**src/rtl/loader_pkg.sv**
```systemverilog
// -----------------------------------------------------------------------------
// loader_pkg
// Shared definitions for the instruction-memory boot loader.
//   - loader_state_e  : loader FSM state encoding
//   - HDR_WIDTH       : width of the big-endian word-count header
//   - BYTES_PER_WORD  : stream bytes per instruction word
//   - accepts_byte()  : states in which the loader takes a stream byte
// -----------------------------------------------------------------------------
package loader_pkg;

    typedef enum logic [2:0] {
        BOOT,
        HDR_HI,
        HDR_LO,
        DATA,
        WRITE,
        CHK,
        DONE,
        ERROR
    } loader_state_e;

    localparam int HDR_WIDTH      = 16;
    localparam int BYTES_PER_WORD = 4;

    // Byte-accepting states. CHK is only reachable when the checksum
    // option is compiled in, so listing it here costs nothing otherwise.
    function automatic logic accepts_byte(input loader_state_e s);
        return (s == HDR_HI) || (s == HDR_LO) || (s == DATA) || (s == CHK);
    endfunction

endpackage

```
**src/rtl/word_assembler.sv**
```systemverilog
// -----------------------------------------------------------------------------
// word_assembler
// Collects stream bytes into a big-endian instruction word: the first byte
// shifted in ends up in bits [31:24].
// Ports:
//   clk, rst     : clock, asynchronous active-low reset
//   clear        : restart byte counting for a new image
//   shift_en     : a byte is being accepted this cycle
//   byte_in      : the accepted byte
//   word         : registered assembled word
//   word_full    : this cycle's byte completes the word
// -----------------------------------------------------------------------------
module word_assembler
    import loader_pkg::*;
(
    input  logic        clk,
    input  logic        rst,
    input  logic        clear,
    input  logic        shift_en,
    input  logic [7:0]  byte_in,
    output logic [31:0] word,
    output logic        word_full
);

    localparam int CW = $clog2(BYTES_PER_WORD);

    logic [CW-1:0] cnt_q, cnt_d;
    logic [31:0]   word_q, word_d;

    // Counter wraps naturally after the last byte, so the next word
    // starts cleanly without an explicit reset.
    always_comb begin
        cnt_d  = cnt_q;
        word_d = word_q;
        if (clear) begin
            cnt_d = '0;
        end else if (shift_en) begin
            word_d = {word_q[23:0], byte_in};
            cnt_d  = cnt_q + CW'(1);
        end
    end

    always_ff @(posedge clk or negedge rst) begin
        if (!rst) begin
            cnt_q  <= '0;
            word_q <= '0;
        end else begin
            cnt_q  <= cnt_d;
            word_q <= word_d;
        end
    end

    assign word      = word_q;
    assign word_full = shift_en && (cnt_q == CW'(BYTES_PER_WORD - 1));

endmodule

```
**src/rtl/instr_mem_loader.sv**
```systemverilog
// -----------------------------------------------------------------------------
// instr_mem_loader
// Boot-time writer for instruction memory. Receives a byte stream carrying a
// 16-bit big-endian word count followed by big-endian 32-bit words, writes
// each word to consecutive word addresses starting at BASE_ADDR, and holds
// the processor in reset until the whole image has been written.
// Optional macro LOADER_CHECKSUM_EN: a trailing byte equal to the XOR of all
// payload bytes must follow the image; a mismatch ends in ERROR.
// Ports:
//   clk, rst          : clock, asynchronous active-low reset
//   start             : pulse to reload from DONE or ERROR
//   in_valid/in_data  : byte stream input
//   in_ready          : loader accepts a byte this cycle
//   mem_we/mem_addr/mem_wdata : instruction-memory write port
//   core_rst          : active-high processor reset, released in DONE
//   done, error       : load status
// -----------------------------------------------------------------------------
module instr_mem_loader
    import loader_pkg::*;
#(
    parameter int                    ADDR_WIDTH = 32,
    parameter logic [ADDR_WIDTH-1:0] BASE_ADDR  = '0,
    parameter int unsigned           DEPTH      = 256
) (
    input  logic                  clk,
    input  logic                  rst,
    input  logic                  start,
    input  logic                  in_valid,
    input  logic [7:0]            in_data,
    output logic                  in_ready,
    output logic                  mem_we,
    output logic [ADDR_WIDTH-1:0] mem_addr,
    output logic [31:0]           mem_wdata,
    output logic                  core_rst,
    output logic                  done,
    output logic                  error
);

`ifdef LOADER_CHECKSUM_EN
    localparam loader_state_e AFTER_PAYLOAD = CHK;
`else
    localparam loader_state_e AFTER_PAYLOAD = DONE;
`endif

    loader_state_e          state_q, state_d;
    logic [HDR_WIDTH-1:0]   count_q, count_d;
    logic [HDR_WIDTH-1:0]   idx_q, idx_d;
    logic [ADDR_WIDTH-1:0]  addr_q, addr_d;
    logic [HDR_WIDTH-1:0]   hdr_full;
    logic                   xfer;
    logic                   asm_clear;
    logic                   asm_shift;
    logic                   word_full;
    logic [31:0]            asm_word;
`ifdef LOADER_CHECKSUM_EN
    logic [7:0]             chk_q, chk_d;
`endif

    assign in_ready = accepts_byte(state_q);
    assign xfer     = in_valid && in_ready;
    assign hdr_full = {count_q[15:8], in_data};

    word_assembler u_asm (
        .clk       (clk),
        .rst       (rst),
        .clear     (asm_clear),
        .shift_en  (asm_shift),
        .byte_in   (in_data),
        .word      (asm_word),
        .word_full (word_full)
    );

    // Next-state logic. The address register tracks BASE_ADDR + 4*index
    // incrementally so no multiplier is needed on the write path.
    always_comb begin
        state_d   = state_q;
        count_d   = count_q;
        idx_d     = idx_q;
        addr_d    = addr_q;
        asm_clear = 1'b0;
        asm_shift = 1'b0;
`ifdef LOADER_CHECKSUM_EN
        chk_d     = chk_q;
`endif
        case (state_q)
            BOOT: state_d = HDR_HI;
            HDR_HI: begin
                if (xfer) begin
                    count_d = {in_data, count_q[7:0]};
                    state_d = HDR_LO;
                end
            end
            HDR_LO: begin
                if (xfer) begin
                    count_d = hdr_full;
                    if (hdr_full == '0) begin
                        state_d = AFTER_PAYLOAD;
                    end else if ({16'd0, hdr_full} > DEPTH) begin
                        state_d = ERROR;
                    end else begin
                        state_d = DATA;
                    end
                end
            end
            DATA: begin
                if (xfer) begin
                    asm_shift = 1'b1;
`ifdef LOADER_CHECKSUM_EN
                    chk_d = chk_q ^ in_data;
`endif
                    if (word_full) begin
                        state_d = WRITE;
                    end
                end
            end
            WRITE: begin
                idx_d  = idx_q + 16'd1;
                addr_d = addr_q + ADDR_WIDTH'(BYTES_PER_WORD);
                state_d = (idx_d == count_q) ? AFTER_PAYLOAD : DATA;
            end
`ifdef LOADER_CHECKSUM_EN
            CHK: begin
                if (xfer) begin
                    state_d = (in_data == chk_q) ? DONE : ERROR;
                end
            end
`endif
            DONE, ERROR: begin
                if (start) begin
                    idx_d     = '0;
                    addr_d    = BASE_ADDR;
                    asm_clear = 1'b1;
`ifdef LOADER_CHECKSUM_EN
                    chk_d     = '0;
`endif
                    state_d   = HDR_HI;
                end
            end
            default: state_d = BOOT;
        endcase
    end

    always_ff @(posedge clk or negedge rst) begin
        if (!rst) begin
            state_q <= BOOT;
            count_q <= '0;
            idx_q   <= '0;
            addr_q  <= BASE_ADDR;
`ifdef LOADER_CHECKSUM_EN
            chk_q   <= '0;
`endif
        end else begin
            state_q <= state_d;
            count_q <= count_d;
            idx_q   <= idx_d;
            addr_q  <= addr_d;
`ifdef LOADER_CHECKSUM_EN
            chk_q   <= chk_d;
`endif
        end
    end

    // Status outputs are pure decodes of the state register, so core_rst
    // falls on exactly the edge that done rises.
    assign mem_we    = (state_q == WRITE);
    assign mem_addr  = addr_q;
    assign mem_wdata = asm_word;
    assign core_rst  = (state_q != DONE);
    assign done      = (state_q == DONE);
    assign error     = (state_q == ERROR);

endmodule

```
**config.mk**
```make
export PLATFORM = sky130hd
export DESIGN_NAME = instr_mem_loader
export DESIGN_NICKNAME = d
export VERILOG_FILES = /design/src/rtl/loader_pkg.sv /design/src/rtl/word_assembler.sv /design/src/rtl/instr_mem_loader.sv
export SDC_FILE = /design/constraint.sdc
export NUM_CORES = 1
export LEC_CHECK = 0
export CORE_ASPECT_RATIO = 0.6
export CORE_UTILIZATION = 45
export DETAILED_ROUTE_END_ITERATION = 8
export GPL_ROUTABILITY_DRIVEN = 0
export PLACE_DENSITY_LB_ADDON = 0.3
export SLEW_MARGIN = 20
export SYNTH_ARGS = -nofsm -noshare
export SYNTH_HDL_FRONTEND = slang
export SYNTH_SLANG_ARGS = --single-unit
```
**constraint.sdc**
```tcl
create_clock -name clk -period 3.1 [get_ports clk]
set_input_delay 0.62 -clock clk [delete_from_list [all_inputs] [get_ports clk]]
set_output_delay 0.62 -clock clk [all_outputs]
set_load 0.005 [all_outputs]
```
==> results of run 1 <==
==> sequential cells by signal, summed over array words and instances, names as in the netlist <==
name	count
u_asm.word	32
u_asm.cnt_q	2
count_q	16
idx_q	16
state_q	3
mem_addr	30
==> layout by cell type (no fill, tap or decap), drive strengths merged, types with 14 or more instances in the layout <==
master	count
a21oi	17
o21ai	36
nand3	19
inv	14
dfrtp	99
xnor2	19
clkdlybuf4s50	77
nor2	40
mux2	47
xor2	19
nand2	34
buf	15
==> cell families (layout without fill, tap and decap cells) <==
| logic type | after synthesis | after routing | share of synthesized area |
|---|---|---|---|
| xor gates and xnor gates | 38 | 38 | 0.06687 |
| DFF | 99 | 99 | 0.4977 |
| and+or+nand+nor | 166 | 166 | 0.1729 |
| adders and majority gates | 3 | 3 | 0.007542 |
| buffers and inverters | 35 | 121 | 0.02815 |
| AOI/OAI and AO/OA | 91 | 91 | 0.1177 |
| other | 1 | 2 | 0.0007534 |
| muxes | 48 | 48 | 0.1083 |
==> worst max-delay path, cell delays in order (launching register included) <==
cell	delay [ps]
dfrtp_1	540
or3_1	420
buf_4	230
inv_1	110
clkdlybuf4s50_1	510
==> cells in the mapped netlist, types with 2 or more instances <==
master	instances
a21boi_0	2
a21oi_1	17
a22o_1	2
a31oi_1	6
and2_1	5
and3_1	9
and4_1	4
buf_1	3
buf_4	2
clkbuf_1	16
dfrtp_1	99
ha_1	3
inv_1	13
mux2_2	47
nand2_1	34
nand2b_1	8
nand3_1	19
nand4_1	9
nor2_1	40
nor2b_1	4
nor3_1	5
nor3b_1	2
nor4_1	7
o211ai_1	3
o21ai_0	36
o31a_1	2
o31ai_1	7
or3_1	9
xnor2_1	19
xor2_1	19
==> worst max-delay path by stage <==
stage	to	slack [ps]	cells after the start
2_1_floorplan	mem_addr[30]$_DFFE_PN0P_	830	7
3_3_place_gp	mem_addr[26]$_DFFE_PN0P_	250	7
3_5_place_dp	mem_addr[28]$_DFFE_PN0P_	150	7
4_1_cts	mem_we	290	4
5_1_grt	mem_we	200	4
6_report	mem_we	320	4
==> metal layers <==
metal	track usage	share of wire	vias up
met2	0.2997	0.43	114
li1	-	-	1893
met1	0.3347	0.51	1944
met3	0.04493	0.058	9
met5	0	0	-
met4	0.06028	0.0093	0
==> report_power, final <==
group          leakage, nW  internal [W]  switching, W
Sequential            1.27       0.00173      0.000447
Clock                0.172      0.000836      0.000488
Combinational         1.19       0.00118      0.000798
==> metrics by stage <==
stage / hold slack, ps / cells / total power, W / instance area, um^2
after floorplan: 324.4 / 482 / 0.003222 / 4981
after global placement: 486.1 / 691 / 0.004082 / 5964
after detailed placement: 494.8 / 691 / 0.004181 / 5964
after CTS: 302.9 / 707 / 0.005516 / 6324
after global routing: 340.8 / 707 / 0.005807 / 6324
final: 282.4 / 707 / 0.005474 / 6324
==> layout make-up <==
type / instances / area share
clock buffers: 11 / 0.03997
clock inverters: 5 / 0.01682
inverters: 13 / 0.007717
multi-input cells: 348 / 0.3746
flip-flops and latches: 99 / 0.3918
well taps: 139 / 0.02750
repair buffers: 92 / 0.1417
==> metrics.txt, run 1 <==
outcome=finished, final reports clean; Final min period=2785 ps; Final #Nets=578; Starting Density=0.4666; Setup Viol. Count Final=0; FMAX=359.1 MHz; post-synthesis cell area=4977 um^2; async set-reset flop share out of synthesis=1.000; post-synthesis cell type count=60; Die W=137.8 um; DRT antenna net count=0; CTS root buf=clkbuf_16; Hold-fix buffers, CTS=0; CTS tree=built; drt wl/cell=16.05 um; Resized cells post-CTS=0; Post CTS Setup Buffer Count=0; gr usage total=0.2154; CTS H-tree lvls=3; Pre-Repair DR Iteration Count=5; final setup margin=315.4 ps; MaxCap Viol Count=0; number of remaining DRC errors=0; syn avg cell area=10.35 um^2; TritonCTS buffer count=9; Core ar.=10670 um^2; post-layout util=0.5928; I/O pin cnt=81; pins over their slew limit=0; Die Span Y=83.47 um; flops & latches, synth=99; final worst path period share=0.8983; RR Startpoint=state_q[0]$_DFFE_PN0P_; Vias=3960; clock latency on the worst-skew pair=350 ps; setup tns final=0 ps; Setup crit start kind=flop; initial antenna violation count=0; Diodes inserted=0; warnings from Yosys=0; Worst Hold Class=in2async; Pleak=2.637 nW; crit path DAT=2160 ps; Worst VDD drop=453.8 uV; Final HPWL DP=8.238 mm; via/cell ratio=5.601; Max transition margin=0.4449; Hold Fails Final Rpt=0; Power Density=865.7 nW/um^2; ranking of synthesized cells by area=dfrtp_1 (50%), mux2_2 (11%), o21ai_0 (3.6%), xnor2_1 (3.3%), xor2_1 (3.3%); post-synth top area share=0.4977; worst path required time=2480 ps; Die ar.=11500 um^2; FF-to-FF setup slack=540 ps; Max FO, Critical Path=18; multi-input logic area=2369 um^2; CTS Sinks=99; top_reg_cell synth=dfrtp_1; Critical Path End Type=output port; Clock Pin Slew Worst Setup and Hold Paths=70 ps; I/O Buffers=78; RSZ-0062 raised after global routing=false; Least-Margin Pin Slew=829.1 ps; Setup Crit Path Kind=reg2out; largest net degree at the start of global routing=55; initial DRC count=227; CTS max path bufs=2; clock skew=9.550 ps; total routed wirelength=11.35 mm; Worst Setup SP=state_q[0]$_DFFE_PN0P_; number of synthesized flops with an enable pin=0; fraction of layout cells with a size suffix above 1=0.1514; setup slack at placement=147.7 ps; FP Rows=29; Seq/Total Area, Yosys=0.4977; global-route wire length before repair=19.10 mm; grt ovf=0; Post-Syn Instances=481; Area Overhead vs Synth=27.05%; leading area contributor after synthesis=dfrtp_1; FF-to-FF path depth=6; Register Area=2477 um^2; FF-to-FF End=state_q[2]$_DFFE_PN0P_; Fillers=881; vias in the first global route=3739
Power figures use the tool's default switching activity.
==> run 2: changes to the inputs <==
PLACE_DENSITY = 0.69   (was unset)
PLACE_DENSITY_LB_ADDON = unset   (was 0.3)
REMOVE_ABC_BUFFERS = 1   (was unset)
==> metrics.txt, run 2 (synthesized netlist as in run 1, its figures left out) <==
sw power=0.001834 W (+5.9%); fraction of layout cells with a size suffix above 1=0.1481 (-0.003260); initial antenna violation count=0 (unchanged); cell family with the largest share of critical-path delay=buffers and inverters; FF-to-FF path depth=6 (unchanged); Hold-fix buffers, CTS=0 (unchanged); Diodes inserted=0 (unchanged); Worst path max stage delay=590 ps (+50 ps); CTS root buf=clkbuf_16; post-layout util=0.5895 (-0.003284); clock latency on the worst-skew pair=350 ps (about the same); most frequent cells in the layout=dfrtp_1 (99), clkdlybuf4s50_1 (77), mux2_2 (47); I/O pin cnt=81 (unchanged); Die Span Y=83.47 um (unchanged); Vias=3927 (-0.83%); via/cell ratio=5.562 (-0.69%); total routed wirelength=11.57 mm (+2.0%); Core ar.=10670 um^2 (unchanged); Slowest-stage cell, CP=or3_1; Power Density=856.4 nW/um^2 (-1.1%); Max transition margin=0.5509 (+0.1061); CTS Sinks=99 (unchanged); Clock Pin Slew Worst Setup and Hold Paths=80 ps (about the same); CTS H-tree lvls=3 (unchanged); Worst VDD drop=538.7 uV (+19%); Pleak=2.614 nW (-0.86%); Max FO, Critical Path=14 (-4); RSZ-0062 raised after global routing=false; Setup crit start kind=flop; Post CTS Setup Buffer Count=0 (unchanged); Die W=137.8 um (unchanged); Area Overhead vs Synth=26.34%; CTS tree=built; vias in the first global route=3742 (+0.080%); MaxCap Viol Count=0 (unchanged); Final HPWL DP=8.327 mm (+1.1%); clock skew=10.22 ps (+0.6702 ps); Die ar.=11500 um^2 (unchanged); global-route wire length before repair=19.09 mm (about the same); Hold Fails Final Rpt=0 (unchanged); Critical Path End Type=output port; sequential fraction of design power=0.413 (+0.015); max reg flops=32 (unchanged); Final min period=2723 ps (-61.52 ps); number of remaining DRC errors=0 (unchanged); Sw Ratio=0.3405 (+0.02408); CTS max path bufs=2 (unchanged); Setup Crit Path Kind=reg2out; fin cells=706 (-0.14%); FP Rows=29 (unchanged); Fillers=904 (+2.6%); outcome=finished, final reports clean; Starting Density=0.4666 (unchanged); I/O Buffers=78 (unchanged); drt wl/cell=16.39 um (+2.1%); gr usage total=0.2144 (-0.0009992); initial DRC count=308 (+36%); WP depth=3 (-1); setup tns final=0 ps (unchanged); largest net degree at the start of global routing=56 (+1.8%); grt ovf=0 (unchanged); crit path DAT=2100 ps (-60 ps); TritonCTS buffer count=9 (unchanged); Pre-Repair DR Iteration Count=5 (unchanged); Setup Viol. Count Final=0 (unchanged); pins over their slew limit=0 (unchanged); Least-Margin Pin Slew=670.6 ps (-158.4 ps); Resized cells post-CTS=0 (unchanged); Pint=0.003551 W (-5.1%); worst path cell trace=or3_1 > inv_1 > clkdlybuf4s50_1; final worst path period share=0.8784 (-0.01985); commonest non-fill, non-tap cell in the layout=dfrtp_1; Worst Hold Class=in2async; Final #Nets=577 (-0.17%); dpl cells=690 (-0.14%); DRT antenna net count=0 (unchanged); buffers and inverters on the worst path=2 (-1); clock share of power=0.225 (-0.017); worst path required time=2480 ps (about the same); FMAX=367.2 MHz (+2.3%); Logic pwr share=0.362 (about the same)
[run 2: cell type report]
type | instances | area, um^2 | area share
flip-flops and latches | 99 | 2477 | 0.3940
multi-input cells | 348 | 2364 | 0.3758
repair buffers | 91 | 888.4 | 0.1413
clock buffers | 9 | 225.2 | 0.03581
well taps | 139 | 173.9 | 0.02766
clock inverters | 7 | 111.4 | 0.01771
inverters | 13 | 48.80 | 0.007760
[run 2: final timing paths]
path,from,endpoint,slack [ps]
worst max-delay path,state_q[1]$_DFFE_PN0P_,mem_we,380
worst min register to register,u_asm.word[30]$_DFFE_PN0P_,u_asm.word[30]$_DFFE_PN0P_,510
worst max register to register,idx_q[0]$_DFFE_PN0P_,state_q[0]$_DFFE_PN0P_,570
max in group asynchronous,rst,idx_q[5]$_DFFE_PN0P_,2130
worst min-delay path,rst,mem_addr[19]$_DFFE_PN0P_,260
min in group clk,u_asm.word[30]$_DFFE_PN0P_,u_asm.word[30]$_DFFE_PN0P_,510
[run 2: stage by stage]
stage	area (um^2)	power (W)	worst slack, ps	hold slack, ps
finish	6289	0.005385	376.9	263.4
global route	6289	0.005714	253.5	306.4
CTS	6289	0.005424	367.4	288.6
detailed placement	5952	0.004182	221.5	491.1
global placement	5952	0.004102	350.6	486.5
floorplan	4890	0.003191	751.8	324.4
[run 2: power groups by stage]
stage	Clock [W]	Combinational, W	Sequential [W]
2_1_floorplan	0	0.00106	0.00213
3_3_place_gp	0	0.00191	0.00220
3_5_place_dp	0	0.00195	0.00223
4_1_cts	0.00124	0.00196	0.00221
5_1_grt	0.00129	0.00213	0.00230
6_report	0.00121	0.00195	0.00222
[run 2: per-layer routing]
layer / track usage / up-vias / routed length (um)
met5: 0 / - / 0
met4: 0.04348 / 0 / 76
met3: 0.06011 / 12 / 823
met2: 0.2759 / 130 / 4600
met1: 0.3493 / 1905 / 6070
li1: - / 1880 / -
